**src/rtl/perceptron_seq.sv**
```systemverilog
// perceptron_seq: serial perceptron neuron. One (input, coefficient) pair per
// accepted cycle feeds a single registered multiplier and an accumulator seeded
// with the bias. The result goes through a selectable activation and a
// saturating output stage, then is held on a valid/ready output port.
module perceptron_seq #(
  parameter int N_INPUTS = 50,
  parameter int DATA_W   = 16,
  parameter int ACC_W    = 39,
  parameter int OUT_W    = 33
) (
  input  logic              clk,
  input  logic              rst_n,
  input  logic              in_valid,
  output logic              in_ready,
  input  logic [DATA_W-1:0] in_data,
  input  logic [DATA_W-1:0] in_coeff,
  input  logic [DATA_W-1:0] bias,
  input  logic [1:0]        act_mode,
  output logic              out_valid,
  input  logic              out_ready,
  output logic [OUT_W-1:0]  out_data,
  output logic              out_sat
);

  localparam int PROD_W = 2 * DATA_W;
  localparam int CNT_W  = $clog2(N_INPUTS);
  localparam logic [CNT_W-1:0] CNT_LAST = CNT_W'(N_INPUTS - 1);
  localparam logic signed [ACC_W-1:0] SAT_MAX =
    {{(ACC_W - OUT_W + 1){1'b0}}, {(OUT_W - 1){1'b1}}};
  localparam logic signed [ACC_W-1:0] SAT_MIN =
    {{(ACC_W - OUT_W + 1){1'b1}}, {(OUT_W - 1){1'b0}}};
  localparam logic signed [ACC_W-1:0] ACC_ONE = {{(ACC_W - 1){1'b0}}, 1'b1};

  typedef enum logic [1:0] {
    S_ACCUM = 2'd0,
    S_DRAIN = 2'd1,
    S_ACT   = 2'd2,
    S_OUT   = 2'd3
  } state_t;

  state_t                     r_state;
  state_t                     w_state_nxt;
  logic                       r_rdy_en;
  logic [CNT_W-1:0]           r_cnt;
  logic signed [ACC_W-1:0]    r_acc;
  logic signed [PROD_W-1:0]   r_prod;
  logic                       r_prod_v;
  logic [1:0]                 r_mode;
  logic                       r_out_valid;
  logic [OUT_W-1:0]           r_out_data;
  logic                       r_out_sat;

  logic                       w_accept;
  logic                       w_first;
  logic                       w_last;
  logic signed [PROD_W-1:0]   w_a;
  logic signed [PROD_W-1:0]   w_b;
  logic signed [PROD_W-1:0]   w_prod;
  logic signed [ACC_W-1:0]    w_prod_ext;
  logic signed [ACC_W-1:0]    w_bias_ext;
  logic signed [ACC_W-1:0]    w_act;
  logic signed [ACC_W-1:0]    w_clip;
  logic                       w_sat;

  assign w_accept   = in_valid && in_ready;
  assign w_first    = (r_cnt == '0);
  assign w_last     = (r_cnt == CNT_LAST);
  assign w_a        = {{DATA_W{in_data[DATA_W-1]}}, in_data};
  assign w_b        = {{DATA_W{in_coeff[DATA_W-1]}}, in_coeff};
  assign w_prod     = w_a * w_b;
  assign w_prod_ext = {{(ACC_W - PROD_W){r_prod[PROD_W-1]}}, r_prod};
  assign w_bias_ext = {{(ACC_W - DATA_W){bias[DATA_W-1]}}, bias};

  assign out_valid = r_out_valid;
  assign out_data  = r_out_data;
  assign out_sat   = r_out_sat;

  // State register
  always_ff @(posedge clk) begin
    if (!rst_n) r_state <= S_ACCUM;
    else        r_state <= w_state_nxt;
  end

  // Next-state logic
  always_comb begin
    w_state_nxt = r_state;
    unique case (r_state)
      S_ACCUM: if (w_accept && w_last) w_state_nxt = S_DRAIN;
      S_DRAIN: w_state_nxt = S_ACT;
      S_ACT:   w_state_nxt = S_OUT;
      S_OUT:   if (r_out_valid && out_ready) w_state_nxt = S_ACCUM;
      default: w_state_nxt = S_ACCUM;
    endcase
  end

  // in_ready depends on registered state only; r_rdy_en holds it low for the reset cycle
  always_comb begin
    in_ready = (r_state == S_ACCUM) && r_rdy_en;
  end

  // Activation followed by clipping to the signed OUT_W range
  always_comb begin
    w_act = r_acc;
    case (r_mode)
      2'd1:    if (r_acc[ACC_W-1]) w_act = '0;
      2'd2:    w_act = (!r_acc[ACC_W-1] && (r_acc != '0)) ? ACC_ONE : '0;
      default: w_act = r_acc;
    endcase
    w_clip = w_act;
    w_sat  = 1'b0;
    if (w_act > SAT_MAX) begin
      w_clip = SAT_MAX;
      w_sat  = 1'b1;
    end else if (w_act < SAT_MIN) begin
      w_clip = SAT_MIN;
      w_sat  = 1'b1;
    end
  end

  // Multiply stage, accumulator, frame counter and output holding registers
  always_ff @(posedge clk) begin
    if (!rst_n) begin
      r_rdy_en    <= 1'b0;
      r_cnt       <= '0;
      r_acc       <= '0;
      r_prod      <= '0;
      r_prod_v    <= 1'b0;
      r_mode      <= '0;
      r_out_valid <= 1'b0;
      r_out_data  <= '0;
      r_out_sat   <= 1'b0;
    end else begin
      r_rdy_en <= 1'b1;
      // a pending product is always consumed at this edge, so prod_v tracks accepts only
      r_prod_v <= w_accept;
      if (w_accept) begin
        r_prod <= w_prod;
        r_cnt  <= w_last ? '0 : r_cnt + CNT_W'(1);
        if (w_first) r_mode <= act_mode;
      end
      if (w_accept && w_first) begin
        r_acc <= w_bias_ext;
      end else if (r_prod_v) begin
        r_acc <= r_acc + w_prod_ext;
      end else if (r_state == S_OUT && r_out_valid && out_ready) begin
        r_acc <= '0;
      end
      if (r_state == S_ACT) begin
        r_out_data  <= w_clip[OUT_W-1:0];
        r_out_sat   <= w_sat;
        r_out_valid <= 1'b1;
      end else if (r_state == S_OUT && out_ready) begin
        r_out_valid <= 1'b0;
      end
    end
  end

endmodule

```
**config.mk**
```make
export PLATFORM = sky130hd
export DESIGN_NAME = perceptron_seq
export DESIGN_NICKNAME = d
export VERILOG_FILES = /design/src/rtl/perceptron_seq.sv
export SDC_FILE = /design/constraint.sdc
export NUM_CORES = 1
export LEC_CHECK = 0
export CORE_ASPECT_RATIO = 1.25
export CORE_MARGIN = 2
export CORE_UTILIZATION = 60
export DETAILED_ROUTE_END_ITERATION = 12
export GPL_TIMING_DRIVEN = 0
export PLACE_DENSITY = 0.84
export SETUP_SLACK_MARGIN = 0.3
export SLEW_MARGIN = 20
export SYNTH_ARGS = -nofsm -noshare
export SYNTH_HDL_FRONTEND = slang
export SYNTH_SLANG_ARGS = --single-unit
```
**constraint.sdc**
```tcl
create_clock -name clk -period 18.6 [get_ports clk]
set_input_delay 3.72 -clock clk [delete_from_list [all_inputs] [get_ports clk]]
set_output_delay 3.72 -clock clk [all_outputs]
set_load 0.05 [all_outputs]
```
# Word-level counts from Yosys, hierarchy flattened

Index checks and enable logic that the tools add are counted.

Flip-flop bits (word level): 118
Output and inout bits: 36
Logic and storage cells: 57
Input bits: 54

Reductions and logical operators: 17
$mul: 1
Equal/unequal tests: 8
Multiplexer cells: 17
Order comparisons: 2
Add/subtract/negate cells: 2

Operators with widths:

| cell                   | count |
|---|---|
| $mux W39               | 3 |
| $pmux W39 S2           | 1 |
| $mux W33               | 2 |
| $add A39 B32 Y39       | 1 |
| $gt A39 B33 Y1 const B | 1 |
| $lt A39 B33 Y1 const B | 1 |
| $reduce_bool A39 Y1    | 1 |
| $mux W38               | 1 |
| $mul A16 B16 Y32       | 1 |
| $logic_and A1 B1 Y1    | 9 |
| $pmux W2 S4            | 1 |
| $add A6 B1 Y6 const B  | 1 |
| $eq A2 B2 Y1 const B   | 3 |
| $eq A6 B6 Y1 const B   | 1 |
| $logic_not A6 Y1       | 1 |
| $mux W1                | 6 |
| $mux W6                | 1 |
| $eq A2 B1 Y1 const B   | 2 |
| $mux W2                | 2 |
| $ne A2 B2 Y1 const B   | 2 |
| $reduce_and A2 Y1      | 2 |
| $reduce_bool A3 Y1     | 1 |
| $logic_not A2 Y1       | 1 |
| $reduce_bool A2 Y1     | 1 |
| $logic_not A1 Y1       | 1 |

# Logic depth before layout (Yosys ltp)

Word-level depth: 7
Depth in mapped cells: 24
Gate-level depth less buffers: 23

# Worst setup path before layout

No wires, ideal clock.

Path type: input to register
From: input in_coeff[1]
To: register r_prod[31]
Stages: 19
Library setup time: 0.122 ns
Buffers on the path: 1
Arrival time: 9.212 ns
Setup slack: 9.265 ns
Required time: 18.478 ns
Cell sequence: clkbuf_1 -> nand2_1 -> inv_1 -> fa_1 -> fa_1 -> inv_1 -> fa_1 -> fa_1 -> inv_1 -> fa_1 -> fa_1 -> ha_1 -> or3_1 -> o211ai_1 -> o22ai_1 -> a2111oi_2 -> o31ai_1 -> xnor2_1 -> o21ai_0

Word-level cells in the longest chain between the ends: 1

Ends and longest elaborated chain:

| element              | RTL line | text |
|---|---|---|
| from (decl)          | 16       | `input logic [DATA_W-1:0] in_coeff,` |
| $mul A16 B16 Y32     | 70       | `assign w_prod = w_a * w_b;` |
| to (signal assigned) | 137      | `r_prod <= w_prod;` |
| to (decl)            | 46       | `logic signed [PROD_W-1:0] r_prod;` |

Every way passes these cells.
A chain may end at the register's enable or synchronous reset.

# Worst setup path after layout

From: input in_coeff[2]
To: register r_prod[31]

Same word-level chain as after synthesis.

==> flow_summary.ini <==
[cts]
cts-root-buf = clkbuf_16
cts_setup_buffers = 0
cts_tree = yes
cts_sinks = 118
cts_resized = 0
holdBufCountCts = 0
ctsLongestPathBuffers = 2
cts_made_buffers = 17
htree_levels = 4
clk-insertion-delay-late_ps = 440
clkTransAtPathRegs_ps = 60

[yosys]
synth-seq-area-share = 0.1415
synth_edf_count = 0
yosysTopAreaCell = fa_1
netlist_area_sq_um = 16700
synth.avg_cell_area_sq_um = 8.520
yosysUniqueCellTypes = 82
netlist_top_cells_area = fa_1 32%, dfxtp_1 14%, ha_1 9.7%, inv_1 7.6%, nand2_1 5.3%
yosys_warnings = 0
ys_seq_elements = 118
synth_top_area_frac = 0.3153
syn_nets = 2406
yosys_most_used_dff = dfxtp_1
synthArstFlopShare = 0
synthCells = 1960

[job]
maxCapViolCount = 0

[sta]
tns_ps = 0
final_hold_viol_count = 0
skew_ps = 8.444
drv_slew = 0
rsz0062_at_grt = no
period_needed_ps = 10620
finalCritPeriodShare = 0.5708
setup_viol = 0
relSlewSlack = 0.4960
fmax_ghz = 0.09418
worst_pin_slew_ps = 756.0

[worst_setup_path]
cp.required_ps = 18920
worst_r2r_startpoint = r_state[0]
start_kind = input pin
setup.worst_path.end_class = flop
timing.rr.end = r_acc[34]
reg2reg_slack_ps = 15150
critPathKind = input pin to flop
crit_arrival_ps = 10930
worstPathMaxFanout = 10
worst_r2r_path_depth = 10

[cells_and_area]
syn_to_final_growth_pct = 11.52
final_area_sq_um = 18620
layout.nets = 2514
final_cell_mix = 338 x inv_1, 263 x fa_1, 238 x nand2_1
drive_gt1_frac = 0.03172
n_fill_cell = 2226
final_common_cell = inv_1

[placed_design]
placedInstanceArea_sq_um = 18030
hpwl_um = 37230
place.gp.congestion = 0.9984
portBuffers = 89

[floorplanning]
ios = 90
coreArea_sq_um = 27480
start_util = 0.6077
dieWidth_um = 153.2
num_rows = 68
die-area_sq_um = 29190
die_h_um = 190.5

[route]
met1_length_um = 16790
viasPerCell = 5.875
vias = 14290
wl_um = 44770
top_layer = met4
drt_iter0_drc = 948
drc = 0
wl_per_cell_um = 18.41
final_antenna_net_count = 0
wl_met2_um = 22390
dr.pass1.iters = 7
dr_wl_met3_um = 2978

[worst_hold_path]
min_to = r_prod[11]
min_from = r_prod[11]
hp-class = flop to flop
hold_depth = 2

[global_route]
grt_max_degree = 17
overflow = 0
track_usage = 0.3128
antenna_found_initial = 0
grt_pass1_vias = 14700
grt_pass1_wl_um = 72440

[status]
status = complete, no violations
worst max-delay path, stage by stage:
cell and delay [ps]:
clkdlybuf4s50_1 710, clkbuf_1 490, nand2_1 200, inv_1 120, fa_1 540, fa_1 840, inv_1 190, fa_1 500
fa_1 550, inv_1 50, fa_1 460, fa_1 490, ha_1 410, or3_1 380, o211ai_1 110, o22ai_1 150
a2111oi_2 500, o31ai_1 170, xnor2_1 240, o21ai_0 120
state kept, by name, indices dropped and copies added, names as in the netlist:
register   count
r_acc         39
out_data      33
r_prod        32
r_cnt          6
r_mode         2
r_state        2
out_sat        1
out_valid      1
r_prod_v       1
r_rdy_en       1
cell families after synthesis:
family / synth area share
compound gates: 0.1434
xor+xnor: 0.02989
fa+ha+maj: 0.4119
buf+inv: 0.09695
flops: 0.1415
mux: 0.001873
simple gates: 0.1745
synthesized netlist by cell type (all sizes together), types with 12 or more instances:
library cell / count
a211oi: 21
a21o: 25
a21oi: 127
a31oi: 12
and2: 134
clkbuf: 79
dfxtp: 118
fa: 263
ha: 129
inv: 339
nand2: 240
nand3: 35
nand4: 16
nor2: 85
nor3: 20
o211ai: 13
o21ai: 94
xnor2: 41
xor2: 16
layer usage:
| layer | up-vias | global-route usage |
|---|---|---|
| li1 | 6563 | - |
| met1 | 6894 | 0.3621 |
| met2 | 651 | 0.5628 |
| met3 | 180 | 0.03705 |
| met4 | 0 | 0.1749 |
| met5 | - | 0 |
layout make-up:
type / instances / area (sq um) / area share
multi-input cells: 1421 / 12720 / 0.6829
flip-flops and latches: 118 / 2362 / 0.1268
inverters: 339 / 1272 / 0.06833
repair buffers: 89 / 890.9 / 0.04784
well taps: 350 / 437.9 / 0.02352
clock buffers: 17 / 425.4 / 0.02284
plain buffers: 82 / 346.6 / 0.01861
clock inverters: 15 / 166.4 / 0.008936
diodes: 1 / 2.502 / 0.0001344
through the flow:
stage	std cells	util	worst slack (ps)	hold WS, ps
final	2432	0.6777	7982	457.3
after global routing	2431	0.6776	7687	474.7
after CTS	2431	0.6776	8085	458.4
after detailed placement	2399	0.6560	7648	452.4
after global placement	2399	0.6560	7742	444.0
after floorplan	1960	-	9265	435.6
worst max-delay path by stage:
stage                startpoint    endpoint  slack (ps)  cells past startpoint
detailed placement  in_coeff[2]  r_prod[31]        7650                     20
CTS                 in_coeff[2]  r_prod[31]        8080                     20
finish              in_coeff[2]  r_prod[31]        7980                     20
floorplan           in_coeff[1]  r_prod[31]        9270                     19
global placement    in_coeff[2]  r_prod[31]        7740                     20
global route        in_coeff[2]  r_prod[31]        7690                     20
Power is left out: the tool's default activity adds up to more than one toggle a clock period on the data nets, which glitch-free logic cannot reach.
